===== src/rtl/cnt_stream_packer_pkg.sv =====
// Shared constants, output FSM state type and width helper for the count
// record stream packer.
package cnt_pack_pkg;

    localparam int REC_W  = 64;
    localparam int WORD_W = 32;

    typedef enum logic [1:0] {
        ST_IDLE = 2'd0,
        ST_LO   = 2'd1,
        ST_HI   = 2'd2
    } state_e;

    // Occupancy must represent 0..DEPTH inclusive, hence the extra bit.
    function automatic int fill_w(input int depth);
        return $clog2(depth) + 1;
    endfunction

endpackage


===== src/rtl/cnt_stream_packer_if.sv =====
// Ready/valid 32-bit word stream with start/end-of-record markers.
interface cnt_stream_if;

    logic [cnt_pack_pkg::WORD_W-1:0] DOUT;
    logic                            DOUT_VALID;
    logic                            DOUT_READY;
    logic                            DOUT_SOP;
    logic                            DOUT_EOP;

    modport master (
        output DOUT, DOUT_VALID, DOUT_SOP, DOUT_EOP,
        input  DOUT_READY
    );

    modport slave (
        input  DOUT, DOUT_VALID, DOUT_SOP, DOUT_EOP,
        output DOUT_READY
    );

endinterface


===== src/rtl/cnt_stream_packer_fifo.sv =====
// Single-clock show-ahead record FIFO; dout is the head entry while not empty.
module cnt_rec_fifo
    import cnt_pack_pkg::*;
#(
    parameter int DEPTH = 16
) (
    input  logic                     clk,
    input  logic                     rst_n,
    input  logic                     push,
    input  logic                     pop,
    input  logic [REC_W-1:0]         din,
    output logic [REC_W-1:0]         dout,
    output logic [$clog2(DEPTH):0]   count,
    output logic                     full,
    output logic                     empty
);

    localparam int AW = $clog2(DEPTH);
    localparam logic [AW:0] FULL_CNT = (AW+1)'(DEPTH);

    logic [REC_W-1:0] mem_q [DEPTH];
    logic [AW-1:0]    rd_ptr_q, rd_ptr_d;
    logic [AW-1:0]    wr_ptr_q, wr_ptr_d;
    logic [AW:0]      count_q, count_d;
    logic             do_push, do_pop;

    assign full  = (count_q == FULL_CNT);
    assign empty = (count_q == '0);
    assign count = count_q;
    assign dout  = mem_q[rd_ptr_q];

    // A pop in the same cycle frees the slot, so a full FIFO may still accept.
    assign do_pop  = pop && !empty;
    assign do_push = push && (!full || do_pop);

    always_comb begin
        rd_ptr_d = rd_ptr_q;
        wr_ptr_d = wr_ptr_q;
        count_d  = count_q;
        if (do_push) wr_ptr_d = wr_ptr_q + 1'b1;
        if (do_pop)  rd_ptr_d = rd_ptr_q + 1'b1;
        case ({do_push, do_pop})
            2'b10:   count_d = count_q + 1'b1;
            2'b01:   count_d = count_q - 1'b1;
            default: count_d = count_q;
        endcase
    end

    always_ff @(posedge clk or negedge rst_n) begin
        if (!rst_n) begin
            rd_ptr_q <= '0;
            wr_ptr_q <= '0;
            count_q  <= '0;
        end else begin
            rd_ptr_q <= rd_ptr_d;
            wr_ptr_q <= wr_ptr_d;
            count_q  <= count_d;
        end
    end

    always_ff @(posedge clk) begin
        if (do_push) mem_q[wr_ptr_q] <= din;
    end

endmodule


===== src/rtl/cnt_stream_packer.sv =====
// Buffers 64-bit count records and serialises each as a clock-count word
// followed by a photon-count word on a ready/valid stream; drops on overflow.
module cnt_stream_packer
    import cnt_pack_pkg::*;
#(
    parameter int DEPTH = 16,
    parameter int OVF_W = 16
) (
    input  logic                       CLK,
    input  logic                       RESET,
    input  logic                       ENABLE,
    input  logic [REC_W-1:0]           CNT_STREAM,
    input  logic                       RDY,
    cnt_stream_if.master               dout_if,
    output logic [fill_w(DEPTH)-1:0]   FILL_LEVEL,
    output logic                       OVF,
    output logic [OVF_W-1:0]           OVF_CNT,
    input  logic                       CLR_OVF
);

    logic [REC_W-1:0]  fifo_dout;
    logic              fifo_full, fifo_empty;
    logic              push, pop, drop, hs, load;

    state_e            state_q, state_d;
    logic [WORD_W-1:0] hold_hi_q, hold_hi_d;
    logic [WORD_W-1:0] dout_q, dout_d;
    logic              valid_q, valid_d;
    logic              sop_q, sop_d;
    logic              eop_q, eop_d;
    logic              ovf_q, ovf_d;
    logic [OVF_W-1:0]  ovf_cnt_q, ovf_cnt_d;

    cnt_rec_fifo #(.DEPTH(DEPTH)) u_fifo (
        .clk   (CLK),
        .rst_n (RESET),
        .push  (push),
        .pop   (pop),
        .din   (CNT_STREAM),
        .dout  (fifo_dout),
        .count (FILL_LEVEL),
        .full  (fifo_full),
        .empty (fifo_empty)
    );

    assign hs   = valid_q && dout_if.DOUT_READY;
    assign load = !fifo_empty && ((state_q == ST_IDLE) || (state_q == ST_HI && hs));
    assign pop  = load;
    assign push = RDY && ENABLE && (!fifo_full || pop);
    assign drop = RDY && ENABLE && fifo_full && !pop;

    always_comb begin
        state_d   = state_q;
        hold_hi_d = hold_hi_q;
        dout_d    = dout_q;
        valid_d   = valid_q;
        sop_d     = sop_q;
        eop_d     = eop_q;
        case (state_q)
            ST_LO: if (hs) begin
                dout_d  = hold_hi_q;
                sop_d   = 1'b0;
                eop_d   = 1'b1;
                state_d = ST_HI;
            end
            ST_HI: if (hs && fifo_empty) begin
                dout_d  = '0;
                valid_d = 1'b0;
                eop_d   = 1'b0;
                state_d = ST_IDLE;
            end
            ST_IDLE: ;
            default: state_d = ST_IDLE;
        endcase
        // The low word goes straight to the output register; only the high
        // half needs holding until the first word is accepted.
        if (load) begin
            hold_hi_d = fifo_dout[REC_W-1:WORD_W];
            dout_d    = fifo_dout[WORD_W-1:0];
            valid_d   = 1'b1;
            sop_d     = 1'b1;
            eop_d     = 1'b0;
            state_d   = ST_LO;
        end
    end

    always_comb begin
        ovf_d     = ovf_q;
        ovf_cnt_d = ovf_cnt_q;
        if (drop) begin
            ovf_d = 1'b1;
            if (CLR_OVF)                 ovf_cnt_d = OVF_W'(1);
            else if (ovf_cnt_q != '1)    ovf_cnt_d = ovf_cnt_q + 1'b1;
        end else if (CLR_OVF) begin
            ovf_d     = 1'b0;
            ovf_cnt_d = '0;
        end
    end

    always_ff @(posedge CLK or negedge RESET) begin
        if (!RESET) begin
            state_q   <= ST_IDLE;
            hold_hi_q <= '0;
            dout_q    <= '0;
            valid_q   <= 1'b0;
            sop_q     <= 1'b0;
            eop_q     <= 1'b0;
            ovf_q     <= 1'b0;
            ovf_cnt_q <= '0;
        end else begin
            state_q   <= state_d;
            hold_hi_q <= hold_hi_d;
            dout_q    <= dout_d;
            valid_q   <= valid_d;
            sop_q     <= sop_d;
            eop_q     <= eop_d;
            ovf_q     <= ovf_d;
            ovf_cnt_q <= ovf_cnt_d;
        end
    end

    assign dout_if.DOUT       = dout_q;
    assign dout_if.DOUT_VALID = valid_q;
    assign dout_if.DOUT_SOP   = sop_q;
    assign dout_if.DOUT_EOP   = eop_q;
    assign OVF                = ovf_q;
    assign OVF_CNT            = ovf_cnt_q;

endmodule


===== src/flat_wrapper.sv =====
// flat-port wrapper written by rule: the top's interface ports become plain ports
module cnt_stream_packer_flat import cnt_pack_pkg::*;
#(
    parameter int DEPTH = 16,
    parameter int OVF_W = 16
)
  (CLK, RESET, ENABLE, CNT_STREAM, RDY, FILL_LEVEL, OVF, OVF_CNT, CLR_OVF, dout_if_DOUT, dout_if_DOUT_VALID, dout_if_DOUT_SOP, dout_if_DOUT_EOP, dout_if_DOUT_READY);
  cnt_stream_if dout_if_i ();
  input  logic CLK;
  input  logic RESET;
  input  logic ENABLE;
  input  logic [REC_W-1:0] CNT_STREAM;
  input  logic RDY;
  output logic [fill_w(DEPTH)-1:0] FILL_LEVEL;
  output logic OVF;
  output logic [OVF_W-1:0] OVF_CNT;
  input  logic CLR_OVF;
  output wire logic [$bits(dout_if_i.DOUT)-1:0] dout_if_DOUT;
  output wire logic [$bits(dout_if_i.DOUT_VALID)-1:0] dout_if_DOUT_VALID;
  output wire logic [$bits(dout_if_i.DOUT_SOP)-1:0] dout_if_DOUT_SOP;
  output wire logic [$bits(dout_if_i.DOUT_EOP)-1:0] dout_if_DOUT_EOP;
  input wire logic [$bits(dout_if_i.DOUT_READY)-1:0] dout_if_DOUT_READY;
  assign dout_if_DOUT = dout_if_i.DOUT;
  assign dout_if_DOUT_VALID = dout_if_i.DOUT_VALID;
  assign dout_if_DOUT_SOP = dout_if_i.DOUT_SOP;
  assign dout_if_DOUT_EOP = dout_if_i.DOUT_EOP;
  assign dout_if_i.DOUT_READY = dout_if_DOUT_READY;
  cnt_stream_packer #(.DEPTH(DEPTH), .OVF_W(OVF_W)) u_core (.CLK(CLK), .RESET(RESET), .ENABLE(ENABLE), .CNT_STREAM(CNT_STREAM), .RDY(RDY), .dout_if(dout_if_i), .FILL_LEVEL(FILL_LEVEL), .OVF(OVF), .OVF_CNT(OVF_CNT), .CLR_OVF(CLR_OVF));
endmodule

===== config.mk =====
export PLATFORM = sky130hd
export DESIGN_NAME = cnt_stream_packer_flat
export DESIGN_NICKNAME = d
export VERILOG_FILES = /design/src/rtl/cnt_stream_packer_pkg.sv /design/src/rtl/cnt_stream_packer_if.sv /design/src/rtl/cnt_stream_packer_fifo.sv /design/src/rtl/cnt_stream_packer.sv /design/src/flat_wrapper.sv
export SDC_FILE = /design/constraint.sdc
export NUM_CORES = 1
export LEC_CHECK = 0
export BUFFER_PORTS_ARGS = -buffer_cell sky130_fd_sc_hd__buf_2
export CELL_PAD_IN_SITES_DETAIL_PLACEMENT = 0
export CELL_PAD_IN_SITES_GLOBAL_PLACEMENT = 2
export CORE_MARGIN = 10
export CORE_UTILIZATION = 30
export CTS_CLUSTER_DIAMETER = 80
export DETAILED_ROUTE_END_ITERATION = 7
export PLACE_DENSITY = 0.54
export SLEW_MARGIN = 40
export SYNTH_ARGS = -nofsm -noshare
export SYNTH_HDL_FRONTEND = slang
export SYNTH_SLANG_ARGS = --single-unit

===== constraint.sdc =====
create_clock -name CLK -period 15.6 [get_ports CLK]
set_input_delay 0.78 -clock CLK [delete_from_list [all_inputs] [get_ports CLK]]
set_output_delay 0.78 -clock CLK [all_outputs]
set_load 0.02 [all_outputs]

==> run summary, run 1 <==
- clk buf depth: 3
- CP Capture Type: register
- nets: 2285
- worst endpoint required time: 15.94 ns
- Switching Share: 31.6%
- Psw: 0.00296 W
- FF+latch count, synth: 1123
- port bufs: 126
- via count of the first global-routing pass: 22300
- total negative slack: 0 ns
- clock tree from TritonCTS: done
- worst-margin pin slew: 0.845 ns
- Distinct cells, synth: 46
- part of the total power dissipated in combinational logic: 28.9%
- Fin Clk Skew: 0.0371 ns
- Die Y-Extent: 400 um
- predominant post-synthesis flop cell: sky130_fd_sc_hd__edfxtp_1
- Crit Path Max Fanout: 42
- portion of the clock cycle consumed by the worst path in the final layout: 25.5%
- standard-cell row count: 139
- final setup violation count: 0
- clock network fraction of total power: 31.3%
- first-pass detailed-route iteration total: 5
- setup fix buffers added after clock tree synthesis: 0
- area of the die: 160000 sq um
- count of flip-flops with a built-in enable after synthesis: 1024
- Mapped Avg Cell Area: 21.6 sq um
- clk sinks: 1123
- vias per cell: 4.87
- type of the setup path with the least slack: reg -> reg
- number of buffers created by CTS: 131
- fraction of the yosys area taken by sequential cells: 76.8%
- leakage dissipation: 16.7 nW
- overflow left after global routing: 0
- clock latency reported for the late side of the worst-skew pair: 0.75 ns
- antenna violations before repair: 9
- synthesized area: 43200 sq um
- largest net degree at the start of global routing: 65
- path type of the worst min-delay path: in -> async
- total global routing track utilization: 13.8%
- result of the run: finished clean
- initial core utilization: 30.1%
- share of cells above drive strength 1: 28.3%
- Relative slew margins: 43.7%
- Synth Net Count: 2090
- area of the core region: 143000 sq um
- first-pass GRT wire length: 161000 um
- highest attainable clock frequency: 251 MHz
- detailed placement HPWL: 62800 um
- max_cap viols: 0
- total power of the final layout: 0.00938 W
- clock root buffer: sky130_fd_sc_hd__clkbuf_16
- Period minus WS final: 3.98 ns
- part of the power in registers: 39.8%
- DRC Markers: 0
- clock input transition at the sequential cells of the worst setup and hold paths: 0.05 ns
- routability cong.: 0.706
- gate count of the mapped netlist: 2006
- routed via count: 20500
- post-detailed-route count of antenna-violating nets: 0
- num ports: 127
- kind of start point of the critical path: register
- cell-internal power: 0.00642 W
- Final Routed Wirelength: 110000 um
- RSZ-0062 raised after global routing: no
- Die X: 400 um
- Post-CTS Hold Fix Bufs: 0
- drt wl/cell: 26.1 um
- fraction of registers with async set or reset after synthesis: 8.82%
- post-route cell area: 50800 sq um
- level count of the clock H-tree: 4
- Iter 0 DRT Violations: 1456
- Power Dens Cells: 185 nW/um^2
- endpoint arrival time on the critical path: 4.33 ns
- final hold violation count: 0
- cell area reported after detailed placement: 46500 sq um
- post-cts gate resize count: 0
- worst vdd ir: 0.110 mV
- warning count from the yosys run: 0
- final slew viol count: 0
- relative area change from synthesis to final layout: 17.4%
- Core Util, Final: 35.4%
## placed cells by master, fill, tap and decap left out, types with 4 or more instances in the layout
master,synthesis,layout
sky130_fd_sc_hd__xor2_1,8,8
sky130_fd_sc_hd__o21ai_0,10,10
sky130_fd_sc_hd__nand3_1,8,8
sky130_fd_sc_hd__nor2_4,0,12
sky130_fd_sc_hd__bufinv_16,0,6
sky130_fd_sc_hd__nand2_1,59,58
sky130_fd_sc_hd__ha_1,13,12
sky130_fd_sc_hd__clkinv_8,0,7
sky130_fd_sc_hd__buf_12,0,8
sky130_fd_sc_hd__o22ai_1,65,65
sky130_fd_sc_hd__nand3b_1,32,32
sky130_fd_sc_hd__nor3_1,9,5
sky130_fd_sc_hd__clkbuf_16,0,133
sky130_fd_sc_hd__mux4_2,256,256
sky130_fd_sc_hd__inv_1,17,17
sky130_fd_sc_hd__xnor2_1,8,8
sky130_fd_sc_hd__clkinv_1,0,22
sky130_fd_sc_hd__buf_4,0,15
sky130_fd_sc_hd__buf_2,42,125
sky130_fd_sc_hd__mux2i_1,130,130
sky130_fd_sc_hd__edfxtp_1,1024,1024
sky130_fd_sc_hd__or3_1,4,4
sky130_fd_sc_hd__buf_6,2,19
sky130_fd_sc_hd__clkinv_2,0,25
sky130_fd_sc_hd__nor3_2,0,4
sky130_fd_sc_hd__nor2_1,28,16
sky130_fd_sc_hd__buf_8,0,6
sky130_fd_sc_hd__o22a_1,32,32
sky130_fd_sc_hd__a21oi_1,14,14
sky130_fd_sc_hd__a21o_1,34,34
sky130_fd_sc_hd__clkbuf_8,0,5
sky130_fd_sc_hd__dfrtp_1,99,96
sky130_fd_sc_hd__clkbuf_1,52,27
## stage by stage
step | cells | hold WS (ns) | worst slack [ns]
2_1_floorplan | 2006 | 0.450 | 8.94
3_3_place_gp | 3956 | 0.464 | 10.50
3_5_place_dp | 3968 | 0.464 | 11.42
4_1_cts | 4206 | 0.0159 | 11.41
5_1_grt | 4209 | 0.0389 | 11.32
6_report | 4211 | 0.0428 | 11.62
## kinds of logic after synthesis
| logic type | Yosys count | synth area share, % |
|---|---|---|
| flip-flops | 1123 | 76.8 |
| AND/OR/NAND/NOR | 158 | 1.89 |
| buffers and inverters | 131 | 1.29 |
| XOR/XNOR | 16 | 0.324 |
| multiplexers | 386 | 16.3 |
| AO/OA/AOI/OAI | 178 | 2.88 |
| adder cells (fa/ha/maj) | 14 | 0.422 |
## power by group through the flow
stage	clock network, W	registers (W)	logic (W)
after floorplan	0	0.00376	0.00185
after global placement	0	0.00386	0.00268
after detailed placement	0	0.00380	0.00280
after CTS	0.00303	0.00374	0.00281
after global routing	0.00315	0.00376	0.00296
final	0.00294	0.00374	0.00271
## path summary, 6_finish.rpt
path | start | endpoint | slack [ns] | cells after the start
worst max-delay path | u_core.state_q[0]$_DFFE_PN0P_ | u_core.u_fifo.mem_q[0][55]$_DFFE_PP_ | 11.62 | 8
worst min-delay path | RESET | u_core.u_fifo.count[0]$_DFFE_PN0P_ | 0.04 | 1
worst max register to register | u_core.state_q[0]$_DFFE_PN0P_ | u_core.u_fifo.mem_q[0][55]$_DFFE_PP_ | 11.62 | 8
worst min register to register | u_core.OVF$_DFFE_PN0P_ | u_core.OVF$_DFFE_PN0P_ | 0.47 | 1
max in group asynchronous | RESET | u_core.u_fifo.rd_ptr_q[0]$_DFFE_PN0P_ | 14.43 | 2
min in group CLK | dout_if_DOUT_READY | u_core.dout_if.DOUT_VALID$_DFFE_PN0P_ | 0.29 | 2
## sequential cells by signal (all words and copies together) (netlist names), 2 cells and up
signal and cells:
u_core.u_fifo.count 5, u_core.u_fifo.wr_ptr_q 4, u_core.state_q 2, u_core.OVF_CNT 16
u_core.u_fifo.mem_q 1024, u_core.hold_hi_q 32, u_core.u_fifo.rd_ptr_q 4, u_core.dout_if.DOUT 32
## metal layers
| metal | track usage [%] | up-vias | wire length [um] |
|---|---|---|---|
| met5 | 0 | - | 41 |
| li1 | - | 8784 | - |
| met3 | 2.90 | 175 | 4870 |
| met1 | 18.6 | 11100 | 49000 |
| met2 | 22.5 | 447 | 53700 |
| met4 | 3.89 | 6 | 2540 |
## cells in the mapped netlist, types with 4 or more instances
library cell | count | area share [%]
sky130_fd_sc_hd__a21o_1 | 34 | 0.59
sky130_fd_sc_hd__a21oi_1 | 14 | 0.16
sky130_fd_sc_hd__buf_1 | 18 | 0.16
sky130_fd_sc_hd__buf_2 | 42 | 0.49
sky130_fd_sc_hd__clkbuf_1 | 52 | 0.45
sky130_fd_sc_hd__dfrtp_1 | 99 | 5.7
sky130_fd_sc_hd__edfxtp_1 | 1024 | 71
sky130_fd_sc_hd__ha_1 | 13 | 0.38
sky130_fd_sc_hd__inv_1 | 17 | 0.15
sky130_fd_sc_hd__mux2i_1 | 130 | 3.0
sky130_fd_sc_hd__mux4_2 | 256 | 13
sky130_fd_sc_hd__nand2_1 | 59 | 0.51
sky130_fd_sc_hd__nand3_1 | 8 | 0.093
sky130_fd_sc_hd__nand3b_1 | 32 | 0.56
sky130_fd_sc_hd__nor2_1 | 28 | 0.24
sky130_fd_sc_hd__nor3_1 | 9 | 0.10
sky130_fd_sc_hd__o21ai_0 | 10 | 0.12
sky130_fd_sc_hd__o22a_1 | 32 | 0.65
sky130_fd_sc_hd__o22ai_1 | 65 | 0.94
sky130_fd_sc_hd__or3_1 | 4 | 0.058
sky130_fd_sc_hd__xnor2_1 | 8 | 0.16
sky130_fd_sc_hd__xor2_1 | 8 | 0.16
## critical path, cell delays in order (launching register included)
cell                      delay (ns)
sky130_fd_sc_hd__dfrtp_1        0.39
sky130_fd_sc_hd__inv_1          0.16
sky130_fd_sc_hd__ha_4           0.51
sky130_fd_sc_hd__a31oi_1        0.18
sky130_fd_sc_hd__a31oi_2        0.54
sky130_fd_sc_hd__nand2_1        0.37
sky130_fd_sc_hd__nor3_2         0.19
sky130_fd_sc_hd__buf_4          0.48
sky130_fd_sc_hd__buf_4          0.72
## cell type report
class / instances / area [sq um]
Clock buffer: 165 / 3500
Multi-Input combinational cell: 752 / 9610
Inverter: 17 / 63.8
Fill cell: 13300 / 92700
Timing Repair Buffer: 176 / 1280
Tap cell: 1903 / 2380
Clock inverter: 73 / 681
Sequential cell: 1123 / 33200
Antenna cell: 2 / 5.00
No activity file was read; power rests on OpenSTA's default activity.
==> run 2, diff against run 1 <==
==> constraint.sdc (replaced) <==
create_clock -name CLK -period 4.2 [get_ports CLK]
set_input_delay 0.21 -clock CLK [delete_from_list [all_inputs] [get_ports CLK]]
set_output_delay 0.21 -clock CLK [all_outputs]
set_load 0.02 [all_outputs]
==> run summary, run 2 (synthesis results as in run 1) <==
- worst hold margin: 0.277 ns
- final hold violation count: 0
- relative area change from synthesis to final layout: 18.5%
- area of the core region: 143000 sq um
- Final Routed Wirelength: 112000 um
- type of the setup path with the least slack: reg -> reg
- Relative slew margins: 42.0%
- number of buffers created by CTS: 116
- antenna violations before repair: 11
- Period minus WS final: 3.12 ns
- Power Dens Cells: 665 nW/um^2
- detailed placement HPWL: 58100 um
- Psw: 0.0107 W
- max FFs per register: 1024
- clk sinks: 1123
- setup fix buffers added after clock tree synthesis: 0
- final setup violation count: 0
- area of the die: 160000 sq um
- vias per cell: 4.82
- worst endpoint required time: 4.83 ns
- final slew viol count: 0
- highest attainable clock frequency: 321 MHz
- routed via count: 20600
- worst vdd ir: 0.496 mV
- commonest non-fill, non-tap cell in the layout: sky130_fd_sc_hd__edfxtp_1
- CP max-delay cell: sky130_fd_sc_hd__fa_1
- clock input transition at the sequential cells of the worst setup and hold paths: 0.06 ns
- cell-internal power: 0.0234 W
- first-pass GRT wire length: 162000 um
- Crit Path Max Fanout: 8
- share of cells above drive strength 1: 26.8%
- result of the run: finished clean
- Iter 0 DRT Violations: 1539
- kind of start point of the critical path: register
- level count of the clock H-tree: 3
- post-route cell area: 51300 sq um
- RSZ-0062 raised after global routing: no
- cell area reported after detailed placement: 46700 sq um
- clock network fraction of total power: 29.7%
- Die X: 400 um
- total power of the final layout: 0.0341 W
- DRC Markers: 0
- ordered cell list for the critical path: inv_1 > ha_1 > a31o_2 > o21ai_4 > inv_1 > ha_1 > inv_1 > fa_1 > nor2b_1 > o21ai_0 > and3_1 > nor3_1 > xnor2_1
- routability cong.: 0.717
- endpoint arrival time on the critical path: 3.75 ns
- overflow left after global routing: 0
- Die Y-Extent: 400 um
- Switching Share: 31.4%
- Fin Clk Skew: 0.0534 ns
- dominant delay contributor by cell family on the critical path: adder cells
- drt wl/cell: 26.2 um
- leakage dissipation: 16.8 nW
- portion of the clock cycle consumed by the worst path in the final layout: 74.3%
- total global routing track utilization: 13.9%
- num ports: 127
- number of buffers and inverters on the critical path: 3
- largest incremental delay on the critical path: 0.42 ns
- port bufs: 126
- Core Util, Final: 35.7%
- path type of the worst min-delay path: in -> reg
- nets: 2345
- largest net degree at the start of global routing: 77
- part of the total power dissipated in combinational logic: 29.3%
- clock root buffer: sky130_fd_sc_hd__clkbuf_16
- total negative slack: 0 ns
- library cell appearing most often on the critical path: sky130_fd_sc_hd__inv_1
- CP Capture Type: register
- initial core utilization: 30.1%
- clk buf depth: 3
- standard-cell row count: 139
- first-pass detailed-route iteration total: 4
- part of the power in registers: 41.1%
- worst-margin pin slew: 0.870 ns
- clock latency reported for the late side of the worst-skew pair: 0.75 ns
- max_cap viols: 0
- post-detailed-route count of antenna-violating nets: 0
- clock tree from TritonCTS: done
- top library cells by usage in the layout, fill and taps aside: sky130_fd_sc_hd__edfxtp_1, sky130_fd_sc_hd__mux4_2, sky130_fd_sc_hd__mux2i_1, sky130_fd_sc_hd__buf_2, sky130_fd_sc_hd__clkbuf_16
- register bank with the most flops: u_core.u_fifo.mem_q
- via count of the first global-routing pass: 22400
run 2: timing repair:
item                                   4_1_cts  5_1_grt
endpoints found under the hold margin     1119       10
gates resized for setup                      0        0
hold buffers                                70        1
run 2: per-layer routing:
metal  track usage, %  part of all wire, %  up-vias  wire (um)
met3             2.18                  4.1      154       4580
met2             23.6                   50      422      56100
met1             18.5                   44    11100      48800
met5                0                0.049        -         55
met4             3.81                  2.0        8       2190
li1                 -                    -     8909          -
run 2: stage by stage:
stage,worst slack (ns),cells
2_1_floorplan,-0.743,2006
5_1_grt,0.869,4269
3_5_place_dp,0.784,3974
6_report,1.08,4272
3_3_place_gp,0.863,3974
4_1_cts,0.786,4265
run 2: area by class of cell:
cell class | instances | area, sq um
clock buffer | 156 | 3120
tap | 1903 | 2380
inverter | 17 | 63.8
multi-input combinational | 752 | 9630
clock inverter | 65 | 639
antenna | 5 | 12.5
fill | 13200 | 92200
timing repair buffer | 251 | 2170
sequential | 1123 | 33200
run 2: final timing paths:
path	start	slack [ns]	cells after the start	endpoint
worst max-delay path	u_core.state_q[1]$_DFFE_PN0P_	1.08	13	u_core.u_fifo.count[4]$_DFFE_PN0P_
worst min-delay path	dout_if_DOUT_READY	0.28	3	u_core.dout_if.DOUT_VALID$_DFFE_PN0P_
worst max register to register	u_core.state_q[1]$_DFFE_PN0P_	1.08	13	u_core.u_fifo.count[4]$_DFFE_PN0P_
worst min register to register	u_core.OVF$_DFFE_PN0P_	0.48	1	u_core.OVF$_DFFE_PN0P_
max in group asynchronous	RESET	2.58	5	u_core.dout_if.DOUT[12]$_DFFE_PN0P_
min in group asynchronous	RESET	0.51	3	u_core.hold_hi_q[17]$_DFFE_PN0N_
run 2: tightest hold or removal path, delay by kind of cell:
| kind | cells | cell delay (ns) |
|---|---|---|
| buffers and inverters | 2 | 0.66 |
| AO/OA/AOI/OAI | 1 | 0.09 |
run 2: power by group through the flow:
stage          combinational, W  sequential, W  clock (W)
6_report                0.00998         0.0140     0.0101
5_1_grt                  0.0108         0.0141     0.0109
4_1_cts                  0.0103         0.0140     0.0104
3_5_place_dp             0.0102         0.0143          0
3_3_place_gp             0.0101         0.0142          0
2_1_floorplan           0.00687         0.0139          0
